**src/rtl/conv_psum_requant.sv**
```systemverilog
// Requantisation stage behind the conv partial-sum accumulator: bias add, rounded
// arithmetic right shift, optional ReLU and saturation, in a two-stage valid/ready pipe.
module conv_psum_requant #(
    parameter int BITWIDTH_IN   = 24,
    parameter int BITWIDTH_BIAS = 16,
    parameter int BITWIDTH_OUT  = 8,
    parameter int LENGTH        = 4,
    parameter int SHIFT_W       = 5
) (
    input  logic                             clk,
    input  logic                             rstn,
    input  logic                             in_valid,
    input  logic                             in_last,
    input  logic [LENGTH*BITWIDTH_IN-1:0]    in_data,
    output logic                             in_ready,
    input  logic [LENGTH*BITWIDTH_BIAS-1:0]  bias,
    input  logic [SHIFT_W-1:0]               shift,
    input  logic                             relu_en,
    output logic                             out_valid,
    output logic [LENGTH*BITWIDTH_OUT-1:0]   out_data,
    input  logic                             out_ready,
    output logic [15:0]                      out_count
);
    localparam int SUM_W = BITWIDTH_IN + 2;
    localparam logic signed [SUM_W-1:0] SAT_MAX = SUM_W'((2 ** (BITWIDTH_OUT - 1)) - 1);
    localparam logic signed [SUM_W-1:0] SAT_MIN = SUM_W'(-(2 ** (BITWIDTH_OUT - 1)));

    logic                            s1_valid_q, s1_valid_d;
    logic [LENGTH*SUM_W-1:0]         s1_sum_q, s1_sum_d;
    logic [SHIFT_W-1:0]              s1_shift_q, s1_shift_d;
    logic                            s1_relu_q, s1_relu_d;
    logic                            s2_valid_q, s2_valid_d;
    logic [LENGTH*BITWIDTH_OUT-1:0]  out_data_q, out_data_d;
    logic [15:0]                     out_count_q, out_count_d;

    logic                            s1_adv, s2_adv;
    logic signed [SUM_W-1:0]         rnd;
    logic [LENGTH*SUM_W-1:0]         lane_sum;
    logic [LENGTH*BITWIDTH_OUT-1:0]  lane_sat;

    assign s2_adv   = !s2_valid_q || out_ready;
    assign s1_adv   = !s1_valid_q || s2_adv;
    assign in_ready = s1_adv;

    // Very large shifts skip rounding so the result collapses to the sign (0 or -1).
    always_comb begin
        rnd = '0;
        if (shift != '0 && int'(shift) < SUM_W) begin
            rnd = SUM_W'(1) << (shift - SHIFT_W'(1));
        end
    end

    for (genvar gi = 0; gi < LENGTH; gi++) begin : g_lane
        logic signed [SUM_W-1:0]  data_ext, bias_ext;
        logic signed [SUM_W-1:0]  sum_l, shifted, clipped;
        logic [BITWIDTH_OUT-1:0]  sat;

        assign data_ext = {{2{in_data[gi*BITWIDTH_IN+BITWIDTH_IN-1]}},
                           in_data[gi*BITWIDTH_IN +: BITWIDTH_IN]};
        assign bias_ext = {{(SUM_W-BITWIDTH_BIAS){bias[gi*BITWIDTH_BIAS+BITWIDTH_BIAS-1]}},
                           bias[gi*BITWIDTH_BIAS +: BITWIDTH_BIAS]};
        assign lane_sum[gi*SUM_W +: SUM_W] = data_ext + bias_ext + rnd;

        assign sum_l   = s1_sum_q[gi*SUM_W +: SUM_W];
        assign shifted = sum_l >>> s1_shift_q;

        always_comb begin
            clipped = shifted;
            if (s1_relu_q && shifted[SUM_W-1]) begin
                clipped = '0;
            end
            if (clipped > SAT_MAX) begin
                sat = SAT_MAX[BITWIDTH_OUT-1:0];
            end else if (clipped < SAT_MIN) begin
                sat = SAT_MIN[BITWIDTH_OUT-1:0];
            end else begin
                sat = clipped[BITWIDTH_OUT-1:0];
            end
        end

        assign lane_sat[gi*BITWIDTH_OUT +: BITWIDTH_OUT] = sat;
    end

    always_comb begin
        s1_valid_d  = s1_valid_q;
        s1_sum_d    = s1_sum_q;
        s1_shift_d  = s1_shift_q;
        s1_relu_d   = s1_relu_q;
        s2_valid_d  = s2_valid_q;
        out_data_d  = out_data_q;
        out_count_d = out_count_q;

        // Non-final passes are accepted (in_ready high) but never occupy stage 1.
        if (s1_adv) begin
            s1_valid_d = in_valid && in_last;
            if (in_valid && in_last) begin
                s1_sum_d   = lane_sum;
                s1_shift_d = shift;
                s1_relu_d  = relu_en;
            end
        end

        if (s2_adv) begin
            s2_valid_d = s1_valid_q;
            if (s1_valid_q) begin
                out_data_d = lane_sat;
            end
        end

        if (s2_valid_q && out_ready) begin
            out_count_d = out_count_q + 16'd1;
        end
    end

    always_ff @(posedge clk) begin
        if (!rstn) begin
            s1_valid_q  <= 1'b0;
            s1_sum_q    <= '0;
            s1_shift_q  <= '0;
            s1_relu_q   <= 1'b0;
            s2_valid_q  <= 1'b0;
            out_data_q  <= '0;
            out_count_q <= '0;
        end else begin
            s1_valid_q  <= s1_valid_d;
            s1_sum_q    <= s1_sum_d;
            s1_shift_q  <= s1_shift_d;
            s1_relu_q   <= s1_relu_d;
            s2_valid_q  <= s2_valid_d;
            out_data_q  <= out_data_d;
            out_count_q <= out_count_d;
        end
    end

    assign out_valid = s2_valid_q;
    assign out_data  = out_data_q;
    assign out_count = out_count_q;
endmodule

```
**config.mk**
```make
export PLATFORM = sky130hd
export DESIGN_NAME = conv_psum_requant
export DESIGN_NICKNAME = d
export VERILOG_FILES = /design/src/rtl/conv_psum_requant.sv
export SDC_FILE = /design/constraint.sdc
export NUM_CORES = 1
export LEC_CHECK = 0
export BUFFER_PORTS_ARGS = -buffer_cell sky130_fd_sc_hd__buf_2
export CORE_MARGIN = 4
export CORE_UTILIZATION = 42
export DETAILED_ROUTE_END_ITERATION = 10
export PLACE_DENSITY = 0.72
export SLEW_MARGIN = 20
export SYNTH_ARGS = -nofsm -noshare
export SYNTH_HDL_FRONTEND = slang
export SYNTH_SLANG_ARGS = --single-unit
```
**constraint.sdc**
```tcl
create_clock -name clk -period 5.8 [get_ports clk]
set_input_delay 0.58 -clock clk [delete_from_list [all_inputs] [get_ports clk]]
set_output_delay 0.58 -clock clk [all_outputs]
set_load 0.005 [all_outputs]
```
; Word level (Yosys, flattened, before mapping)
; Index checks and enable logic that the tools add are counted.
; W data, S select, Z words.
[totals]
regBits = 160
out_inout_bits = 50
elab_cells = 58
[classes]
muxes = 13
order_cmp = 9
add_sub_neg = 10
shift = 5
n_reduce_logical = 14
[op_table]
columns = cell, count
row1 = $mux W26, 5
row2 = $add A25 B26 Y26, 4
row3 = $gt A26 B8 Y1 const B, 4
row4 = $lt A26 B8 Y1 const B, 4
row5 = $sshr A26 B5 Y26, 4
row6 = $add A24 B16 Y25, 4
row7 = $mux W8, 8
row8 = $shl A1 B5 Y26 const A, 1
row9 = $add A16 B1 Y16 const B, 1
row10 = $logic_and A1 B1 Y1, 7
row11 = $lt A5 B5 Y1 const B, 1
row12 = $reduce_bool A5 Y1, 1
row13 = $sub A5 B1 Y5 const B, 1
row14 = $reduce_and A2 Y1, 2
row15 = $logic_not A1 Y1, 2
row16 = $logic_or A1 B1 Y1, 2

; Longest topological paths before layout
; Gate-level depths: netlist of the first run.
[depth]
word_depth = 6
ltp_mapped = 19
mapped_depth_nobuf = 17

; Least setup slack after synthesis of the first run
; Ideal clock, no wire load.
[synth_timing]
path_type = in2reg
from = in shift[0]
to = reg s1_sum_q[77]
path_slack_ns = 0.675
arrival_time_ns = 4.994
n_path_buf = 2
stages = 18
setup_ns = 0.131
path_cell_list = clkbuf_1 -> nor2_1 -> ha_1 -> clkbuf_1 -> nand3_1 -> nor3_1 -> fa_1 -> ha_1 -> fa_1 -> a211o_1 -> a211o_1 -> nor3b_1 -> nor4bb_1 -> o41a_1 -> o21ai_0 -> a21oi_1 -> mux2i_1 -> nor3_1
[synth_via]
elab_chain_len = 4
elab_cells_between_ends = 7
classes_between = add/sub: 2 / order compare: 1 / shift: 1 / mux: 1 / reduce/logical: 2
[synth_lines]
columns = item, line
row1 = from (decl), 17  ; input logic [SHIFT_W-1:0] shift,
row2 = $sub A5 B1 Y5 (tied with other cells), 49  ; rnd = SUM_W'(1) << (shift - SHIFT_W'(1));
row3 = $shl A1 B5 Y26 / $logic_and A1 B1 Y1 (equally long branches), "49, 48"
row4 = $mux W26 (*), 48  ; if (shift != '0 && int'(shift) < SUM_W) begin
row5 = $add A25 B26 Y26 (*), 62  ; assign lane_sum[gi*SUM_W +: SUM_W] = data_ext + bias_ext + rnd;
row6 = to (signal assigned), 126  ; s1_sum_q <= s1_sum_d;
row7 = to (decl), 29  ; logic [LENGTH*SUM_W-1:0] s1_sum_q, s1_sum_d;
; Every way passes the cells marked *; elsewhere a longest branch is shown, timed or not.
; A chain may end at the register's enable or synchronous reset.

; Worst setup path in the final report of the first run
[layout_timing]
from = in shift[0]
to = reg s1_sum_q[103]
; Same word-level chain as after synthesis.

==> results of run 1 <==
-- metal layers --
layer / vias to the layer above / wire [um] / GRT usage, %
li1: 8323 / - / -
met1: 8455 / 27700 / 37.3
met2: 842 / 27500 / 39.8
met3: 76 / 4920 / 3.75
met4: 0 / 1400 / 6.49
met5: - / 0 / 0
-- path summary, 6_finish.rpt --
path                               startpoint             to  slack [ps]  cells past startpoint
worst max-delay path                 shift[0]  s1_sum_q[103]         440                     16
worst min-delay path                  relu_en      s1_relu_q         380                      3
worst max register to register  s1_shift_q[2]    out_data[1]        1960                      9
worst min register to register   out_data[31]   out_data[31]         460                      2
-- flip-flops by register name (all words and copies together) (netlist names) --
register    count
s1_relu_q       1
out_data       32
s1_sum_q      104
out_count      16
s1_shift_q      5
out_valid       1
s1_valid_q      1
-- cell families (layout without fill, tap and decap cells) --
family          Yosys count  after routing
compound gates          587            587
xor+xnor                 84             84
fa+ha+maj               207            207
buf+inv                 205            355
flops                   160            160
mux                     199            199
other cells               0              1
simple gates            770            770
-- Yosys cell counts, drive strengths merged (12+ instances only) --
cell type	instances	area, sq um
nor2b	16	100
dfxtp	160	3200
clkbuf	79	297
xor2	32	280
o22ai	19	119
a21oi	197	997
nor3	39	200
fa	104	2080
mux4	79	1800
o21ai	137	686
mux2	23	259
mux2i	97	971
or2	12	75.1
nand3	60	300
o21a	13	97.6
buf	57	365
a21o	44	330
a211oi	46	345
and2	21	131
xnor2	52	455
nand2b	21	131
o211ai	17	128
nand2	356	1340
a31oi	17	106
nor2	143	542
nand4	18	113
inv	67	251
ha	103	1290
or3	26	163
nor4	15	93.8
-- per-stage QoR --
| stage | hold slack [ps] | cell area (sq um) | setup slack [ps] | utilization [%] |
|---|---|---|---|---|
| 2_1_floorplan | 436 | 18500 | 675 | - |
| 3_3_place_gp | 440 | 19900 | 187 | 46.1 |
| 3_5_place_dp | 452 | 19900 | 60.7 | 46.1 |
| 4_1_cts | 360 | 20600 | 521 | 47.5 |
| 5_1_grt | 375 | 20600 | 183 | 47.5 |
| 6_report | 378 | 20600 | 443 | 47.5 |
-- cell type report --
| type | count | area (sq um) |
|---|---|---|
| Antenna cell | 1 | 2.50 |
| Clock buffer | 22 | 495 |
| Clock inverter | 10 | 146 |
| Fill cell | 4160 | 22700 |
| Inverter | 69 | 260 |
| Multi-Input combinational cell | 1847 | 14400 |
| Sequential cell | 160 | 3220 |
| Tap cell | 585 | 732 |
| Timing Repair Buffer | 254 | 1360 |
-- cells in the final DEF, fill, tap and decap left out, types with 13 or more instances in the layout --
cell / n
dfxtp_1: 155
xor2_1: 32
a21o_1: 44
nor2_1: 141
xnor2_1: 52
mux2i_1: 97
buf_2: 220
clkbuf_16: 18
nand3_1: 59
o21a_1: 13
or3_1: 26
nor2b_1: 15
nand2b_1: 21
nand2_1: 356
mux4_2: 74
inv_1: 65
mux2_2: 23
o22ai_1: 19
nand4_1: 18
and2_1: 21
a21oi_1: 195
a31oi_1: 17
a211oi_1: 46
nor3_1: 38
fa_1: 104
o21ai_0: 134
o211ai_1: 17
nor4_1: 14
ha_1: 103
buf_4: 34
-- worst max-delay path, delay by kind of cell --
family	cells	cell delay (ps)
buffers and inverters	1	220
adders and majority gates	3	1530
and+or+nand+nor	5	1120
AOI/OAI and AO/OA	6	2040
xor gates and xnor gates	1	170
-- power groups by stage --
| stage | Sequential [mW] | Combinational (mW) | Clock [mW] |
|---|---|---|---|
| 2_1_floorplan | 1.28 | 1.33 | 0 |
| 3_3_place_gp | 1.35 | 1.82 | 0 |
| 3_5_place_dp | 1.35 | 1.84 | 0 |
| 4_1_cts | 1.33 | 1.85 | 1.24 |
| 5_1_grt | 1.35 | 2.07 | 1.29 |
| 6_report | 1.34 | 1.88 | 1.22 |
==> impl_metrics.env, run 1 <==
export IMPL_worstPathArrival_ps=5680
export IMPL_postCtsSetupBuffers=0
export IMPL_drv_cap=0
export IMPL_rsz0062_at_grt="no"
export IMPL_synth_edf_count=0
export IMPL_hold_buffers=0
export IMPL_synth_warnings=0
export IMPL_drive_gt1_share_pct=17.7
export IMPL_p_leak_nw=8.69
export IMPL_dp_cells=2915
export IMPL_synth_top_flop_cell="dfxtp_1"
export IMPL_ys_ff_latch=160
export IMPL_clockBufferDepth=2
export IMPL_viasPerCell=6.00
export IMPL_switching_power_mw=1.73
export IMPL_routed_wl_mm=61.5
export IMPL_finalSetupTns_ps=0
export IMPL_startpoint_type="input pin"
export IMPL_die_w_um=218
export IMPL_fin_skew_ps=10.2
export IMPL_place_congestion=0.977
export IMPL_synthCells=2212
export IMPL_fin_crit_sh_pct=92.4
export IMPL_wl_per_cell_um=20.9
export IMPL_worst_ep_required_time_ps=6120
export IMPL_coreArea_sq_um=43300
export IMPL_io_pins=221
export IMPL_clock_latency_ps=450
export IMPL_syn_num_nets=2590
export IMPL_synth_top_family_by_area="compound AO/OA/AOI/OAI gates"
export IMPL_grt_max_degree=80
export IMPL_sw_frac_of_total_pct=39.0
export IMPL_crit_chain="buf_2, nor2_1, ha_1, nand3_1, nor2_1, fa_1, fa_1, a211oi_1, o21ai_0, a311oi_1, o31ai_1, nor2_1, nor3_1, a211oi_1, xnor2_1, a21oi_1"
export IMPL_yosys_area_share_simple_pct=19.1
export IMPL_cts_buffers=17
export IMPL_ir_worst_vdd_mv=0.233
export IMPL_crit_top_cell="nor2_1"
export IMPL_crit_type="input pin to flip-flop"
export IMPL_slew_viol_final=0
export IMPL_synth_xor_area_share_pct=3.99
export IMPL_die_h_um=218
export IMPL_cts_htree_levels=4
export IMPL_synth_fa_ha_area_share_pct=18.3
export IMPL_cp_max_fo=12
export IMPL_drt_iter0_drc=1688
export IMPL_hold_viol_final=0
export IMPL_cts_tree="built"
export IMPL_grt_pass1_vias=16970
export IMPL_tightest_slew_ps=1080
export IMPL_syn_area_per_cell_sq_um=8.34
export IMPL_die_area_sq_um=47400
export IMPL_drt_pass1_iter_count=6
export IMPL_p_total_mw=4.44
export IMPL_fin_cells=2948
export IMPL_ant_nets=0
export IMPL_max_slew_margin_pct=27.6
export IMPL_final_nets=2727
export IMPL_grt_pass1_wl_mm=96.6
export IMPL_status="finished clean"
export IMPL_synth_compound_area_share_pct=19.9
export IMPL_internal_power_mw=2.71
export IMPL_max_stage_delay_ps=610
export IMPL_antenna_found_initial=2
export IMPL_synth_cell_area_sq_um=18500
export IMPL_numClockSinks=160
export IMPL_synth_mux_area_share_pct=16.4
export IMPL_portBuffers=220
export IMPL_initial_core_util_pct=42.6
export IMPL_drc=0
export IMPL_postCtsResizedCells=0
export IMPL_grt_util_all_layers_pct=25.5
export IMPL_hold_class="input pin to flip-flop"
export IMPL_root_buffer="clkbuf_16"
export IMPL_vias=17696
export IMPL_rows=76
export IMPL_pwr_share_clk_pct=27.5
export IMPL_yosysSeqAreaShare_pct=17.4
export IMPL_endpoint_kind="flip-flop"
export IMPL_combPwrFrac_pct=42.4
export IMPL_setup_viol=0
export IMPL_hpwl_mm=49.3
export IMPL_critical_path_slowest_cell="a311oi_1"
export IMPL_overflow=0
export IMPL_synth_cell_types=81
export IMPL_p_seq_share_pct=30.1
export IMPL_syn2layout_area_growth_pct=11.5
export IMPL_fmaxAchievable_ghz=0.187
export IMPL_async_flop_share_pct=0
export IMPL_finalCriticalPeriod_ps=5360
export IMPL_clk_pin_slew_ps=60
export IMPL_power_density_nw_per_um2=216
Power figures use the tool's default switching activity.
==> inputs of run 2 (changes only) <==
- BUFFER_PORTS_ARGS: -buffer_cell sky130_fd_sc_hd__buf_2 -> -buffer_cell sky130_fd_sc_hd__buf_4
- GPL_TIMING_DRIVEN: unset -> 0
==> impl_metrics.env, run 2 (synthesized netlist as in run 1, its figures left out) <==
export IMPL_layout_commonest_cell="nand2_1"
export IMPL_fin_cells=3052
export IMPL_worstPathArrival_ps=5880
export IMPL_clockBufferDepth=2
export IMPL_status="finished clean"
export IMPL_clk_pin_slew_ps=80
export IMPL_worst_ep_required_time_ps=6170
export IMPL_endpoint_kind="flip-flop"
export IMPL_antenna_found_initial=1
export IMPL_multi_input_area_sq_um=14400
export IMPL_crit_type="input pin to flip-flop"
export IMPL_die_h_um=218
export IMPL_combPwrFrac_pct=45.5
export IMPL_io_pins=221
export IMPL_slew_viol_final=0
export IMPL_drt_iter0_drc=1885
export IMPL_fin_crit_sh_pct=95.0
export IMPL_p_leak_nw=9.00
export IMPL_syn2layout_area_growth_pct=16.7
export IMPL_cts_buffers=17
export IMPL_pwr_share_clk_pct=25.9
export IMPL_coreArea_sq_um=43300
export IMPL_finalCriticalPeriod_ps=5510
export IMPL_largest_register="s1_sum_q"
export IMPL_p_total_mw=4.61
export IMPL_ir_worst_vdd_mv=0.161
export IMPL_tightest_slew_ps=1190
export IMPL_drive_gt1_share_pct=17.8
export IMPL_cp_max_fo=12
export IMPL_root_buffer="clkbuf_16"
export IMPL_portBuffers=219
export IMPL_final_cell_mix="nand2_1 (356), buf_4 (232), a21oi_1 (196), dfxtp_1 (160), nor2_1 (140)"
export IMPL_rsz0062_at_grt="no"
export IMPL_final_cell_area_sq_um=21500
export IMPL_viasPerCell=6.19
export IMPL_switching_power_mw=1.93
export IMPL_overflow=0
export IMPL_die_area_sq_um=47400
export IMPL_hold_class="input pin to flip-flop"
export IMPL_die_w_um=218
export IMPL_hold_viol_final=0
export IMPL_setup_viol=0
export IMPL_place_congestion=1.01
export IMPL_cts_tree="built"
export IMPL_grt_pass1_vias=18267
export IMPL_max_slew_margin_pct=19.7
export IMPL_initial_core_util_pct=42.6
export IMPL_final_nets=2831
export IMPL_finalSetupTns_ps=0
export IMPL_grt_util_all_layers_pct=32.9
export IMPL_grt_pass1_wl_mm=117
export IMPL_power_density_nw_per_um2=214
export IMPL_max_stage_delay_ps=510
export IMPL_routed_wl_mm=79.6
export IMPL_place_area_sq_um=20900
export IMPL_drv_cap=0
export IMPL_nFillCells=4216
export IMPL_wl_per_cell_um=26.1
export IMPL_crit_family="compound AO/OA/AOI/OAI gates"
export IMPL_dp_cells=3020
export IMPL_fin_skew_ps=16.5
export IMPL_regArea_sq_um=3200
export IMPL_crit_chain="buf_4, nor2_1, ha_1, clkbuf_1, nand3_1, nor3_4, fa_1, ha_1, fa_1, a21o_1, a221oi_2, o21a_1, a2111oi_0, or3_1, a41o_1, a21oi_1, xnor2_1, a211oi_1"
export IMPL_vias=18902
export IMPL_grt_max_degree=17
export IMPL_finalHoldWorstSlack_ps=376
export IMPL_p_seq_share_pct=28.6
export IMPL_hpwl_mm=66.7
export IMPL_fin_ws_ps=289
export IMPL_internal_power_mw=2.67
export IMPL_numClockSinks=160
export IMPL_critical_path_slowest_cell="fa_1"
export IMPL_post_route_util_pct=49.8
export IMPL_drc=0
export IMPL_sw_frac_of_total_pct=42.0
export IMPL_clock_latency_ps=460
export IMPL_drt_pass1_iter_count=6
export IMPL_ant_nets=0
export IMPL_fmaxAchievable_ghz=0.181
export IMPL_cp_num_buf_inv=2
export IMPL_dp_slack_ps=-1450
export IMPL_largest_register_ffs=104
export IMPL_cts_htree_levels=4
export IMPL_rows=76
export IMPL_hold_buffers=0
export IMPL_startpoint_type="input pin"
run 2: changes by cell type in the layout (fill, tap and decap cells not counted), sizes merged:
cell	previous run	this run
buf	254	281
inv	69	73
bufinv	3	2
clkinv	6	4
clkinvlp	1	5
clkbuf	22	94
run 2: final cells by class:
cell class | count | area share [%]
clock inverters | 15 | 0.819
diodes | 1 | 0.0116
flip-flops and latches | 160 | 14.9
clock buffers | 17 | 1.98
repair buffers | 224 | 7.79
plain buffers | 134 | 3.04
inverters | 69 | 1.20
well taps | 585 | 3.40
multi-input cells | 1847 | 66.9
run 2: layer usage:
metal,global-route usage (%),share of wire (%),vias to the layer above
li1,-,-,8547
met1,44.6,41,9074
met2,52.1,45,1108
met3,4.95,8.5,173
met4,14.9,4.8,0
met5,0,0,-
run 2: worst paths after layout:
| check | start | end | slack, ps | cells after the start |
|---|---|---|---|---|
| max | shift[0] | s1_sum_q[25] | 290 | 18 |
| min | relu_en | s1_relu_q | 380 | 3 |
| max reg2reg | s1_shift_q[3] | out_data[11] | 1390 | 10 |
| min reg2reg | out_data[7] | out_data[7] | 460 | 2 |
run 2: tightest hold or removal path, delay by kind of cell:
family / cells / cell delay, ps
AND/OR/NAND/NOR: 1 / 50
AO/OA/AOI/OAI: 1 / 50
buffers and inverters: 1 / 110
run 2: timing repair:
| item | 4_1_cts | 5_1_grt |
|---|---|---|
| pin swaps | 0 | 1 |
| cloned | 0 | 0 |
| setup buffers | 0 | 1 |
| endpoints found under the setup margin | 30 | 17 |
| resized for setup | 7 | 1 |
run 2: power groups by stage:
| stage | Sequential (mW) | Combinational (mW) | Clock (mW) |
|---|---|---|---|
| after global placement | 1.33 | 2.00 | 0 |
| after CTS | 1.31 | 2.04 | 1.20 |
| after floorplan | 1.28 | 1.33 | 0 |
| final | 1.32 | 2.10 | 1.19 |
| after detailed placement | 1.33 | 2.02 | 0 |
| after global routing | 1.32 | 2.26 | 1.24 |
==> inputs of run 3 (changes only) <==
- ABC_AREA: unset -> 1
==> impl_metrics.env, run 3 <==
export IMPL_status="finished clean"
export IMPL_crit_top_cell="nand3_1"
export IMPL_slew_viol_final=0
export IMPL_drt_iter0_drc=2634
export IMPL_clk_pin_slew_ps=80
export IMPL_die_h_um=220
export IMPL_fin_cells=3885
export IMPL_critical_path_slowest_cell="o21ai_0"
export IMPL_pwr_share_clk_pct=25.5
export IMPL_wl_per_cell_um=20.8
export IMPL_routed_wl_mm=80.7
export IMPL_hpwl_mm=68.2
export IMPL_synth_top_flop_cell="dfxtp_1"
export IMPL_fin_crit_sh_pct=90.9
export IMPL_drc=0
export IMPL_startpoint_type="input pin"
export IMPL_endpoint_kind="flip-flop"
export IMPL_antenna_cells=0
export IMPL_drv_cap=0
export IMPL_die_w_um=220
export IMPL_ant_nets=0
export IMPL_syn2layout_area_growth_pct=16.0
export IMPL_rsz0062_at_grt="no"
export IMPL_final_cell_mix="nand2_1 (762), nand3_1 (415), inv_1 (288), nor2_1 (281), o21ai_0 (252)"
export IMPL_worstPathArrival_ps=5630
export IMPL_power_density_nw_per_um2=218
export IMPL_cts_tree="built"
export IMPL_combPwrFrac_pct=48.5
export IMPL_final_nets=3658
export IMPL_largest_register="s1_sum_q"
export IMPL_fmaxAchievable_ghz=0.190
export IMPL_drt_pass1_iter_count=8
export IMPL_portBuffers=218
export IMPL_rows=77
export IMPL_max_slew_margin_pct=27.2
export IMPL_finalCriticalPeriod_ps=5270
export IMPL_synth_cell_types=49
export IMPL_async_flop_share_pct=0
export IMPL_synthCells=3041
export IMPL_crit_chain="clkbuf_1, nor2_1, ha_1, inv_1, nor3_1, nand3_1, fa_1, inv_1, ha_1, fa_1, nand3_1, nand2_1, a21oi_1, o21ai_0, a21oi_1, o21ai_0, nand2_1, nand3_1, nand3_1, nand2_1, inv_1"
export IMPL_vias=22011
export IMPL_synth_common_cells="nand2_1 (762), nand3_1 (415), inv_1 (288), nor2_1 (281), o21ai_0 (252)"
export IMPL_crit_family="simple AND/OR/NAND/NOR gates"
export IMPL_regArea_sq_um=3200
export IMPL_fin_skew_ps=13.7
export IMPL_p_total_mw=4.79
export IMPL_dp_cells=3853
export IMPL_cts_htree_levels=4
export IMPL_grt_pass1_wl_mm=122
export IMPL_place_congestion=1.04
export IMPL_ir_worst_vdd_mv=0.142
export IMPL_worst_ep_required_time_ps=6160
export IMPL_synth_area_leaders="dfxtp_1 (17%), nand2_1 (15%), fa_1 (11%), nand3_1 (11%), ha_1 (6.8%)"
export IMPL_hold_viol_final=0
export IMPL_cp_max_fo=8
export IMPL_synth_edf_count=0
export IMPL_clock_latency_ps=460
export IMPL_max_stage_delay_ps=490
export IMPL_synth_warnings=0
export IMPL_grt_pass1_vias=20459
export IMPL_postCtsSetupBuffers=0
export IMPL_root_buffer="clkbuf_16"
export IMPL_grt_max_degree=18
export IMPL_viasPerCell=5.67
export IMPL_syn_area_per_cell_sq_um=6.22
export IMPL_post_synth_top_count_cell="nand2_1"
export IMPL_cp_num_buf_inv=4
export IMPL_p_seq_share_pct=26.0
export IMPL_drive_gt1_share_pct=9.93
export IMPL_layout_commonest_cell="nand2_1"
export IMPL_cts_buffers=17
export IMPL_clockBufferDepth=2
export IMPL_largest_register_ffs=104
export IMPL_ys_ff_latch=160
export IMPL_initial_core_util_pct=42.6
export IMPL_switching_power_mw=2.17
export IMPL_yosysSeqAreaShare_pct=16.9
export IMPL_grt_util_all_layers_pct=32.7
export IMPL_internal_power_mw=2.62
export IMPL_synth_cell_area_sq_um=18900
export IMPL_yosysTopAreaCell="dfxtp_1"
export IMPL_sw_frac_of_total_pct=45.3
export IMPL_p_leak_nw=10.9
export IMPL_multi_input_area_sq_um=13900
export IMPL_post_route_util_pct=49.4
export IMPL_synth_top_area_share_pct=16.9
export IMPL_syn_num_nets=3419
export IMPL_nFillCells=4733
export IMPL_numClockSinks=160
export IMPL_crit_type="input pin to flip-flop"
export IMPL_die_area_sq_um=48500
export IMPL_coreArea_sq_um=44400
export IMPL_io_pins=221
export IMPL_setup_viol=0
export IMPL_tightest_slew_ps=1080
export IMPL_overflow=0
export IMPL_hold_class="input pin to flip-flop"
export IMPL_antenna_found_initial=0
run 3: cell type report:
type / count / share of cell area, %
Inverter: 293 / 5.04
Multi-Input combinational cell: 2439 / 63.5
Tap cell: 592 / 3.38
Buffer: 149 / 3.17
Sequential cell: 160 / 14.6
Clock inverter: 15 / 0.867
Clock buffer: 17 / 1.94
Timing Repair Buffer: 220 / 7.50
run 3: through the flow:
step / setup TNS (ps) / setup WS [ps] / instance area [sq um] / hold WS (ps)
2_1_floorplan: 0 / 1280 / 18900 / 440
6_report: 0 / 528 / 21900 / 400
3_5_place_dp: -412 / -135 / 21300 / 458
5_1_grt: 0 / 174 / 21900 / 445
4_1_cts: 0 / 331 / 21900 / 386
3_3_place_gp: -1620 / -406 / 21300 / 455
run 3: logic make-up after synthesis:
kind of cell / share of synthesized area, %
AND/OR/NAND/NOR: 34.5
XOR/XNOR: 3.10
flip-flops: 16.9
adder cells (fa/ha/maj): 17.8
AO/OA/AOI/OAI: 18.0
buffers and inverters: 9.52
multiplexers: 0.0529
run 3: worst paths after layout:
| path | startpoint | to | slack (ps) | cells after the start |
|---|---|---|---|---|
| worst min-delay path | relu_en | s1_relu_q | 400 | 3 |
| worst max register to register | s1_shift_q[1] | out_data[2] | 2480 | 9 |
| worst min register to register | out_data[15] | out_data[15] | 460 | 2 |
| worst max-delay path | shift[0] | s1_sum_q[75] | 530 | 21 |
run 3: per-layer routing:
metal	wire length (um)	vias to the layer above	global-route usage (%)
li1	-	10604	-
met3	6890	227	4.55
met5	0	-	0
met2	35500	1181	51.9
met4	3820	0	13.7
met1	34500	9999	44.8
run 3: timing repair:
| item | 4_1_cts | 5_1_grt |
|---|---|---|
| resized for setup | 0 | 1 |
| hold buffers | 0 | 0 |
| endpoints found under the setup margin | 0 | 5 |
run 3: power by group through the flow:
stage,Combinational (mW),Clock [mW],Sequential [mW]
after floorplan,1.48,0,1.24
after global routing,2.55,1.27,1.25
after CTS,2.25,1.23,1.24
final,2.32,1.22,1.24
after global placement,2.24,0,1.26
after detailed placement,2.24,0,1.26
run 3: worst min-delay path, stage by stage:
cell and delay (ps):
buf_4 80, o21ai_0 80, nor2_1 90
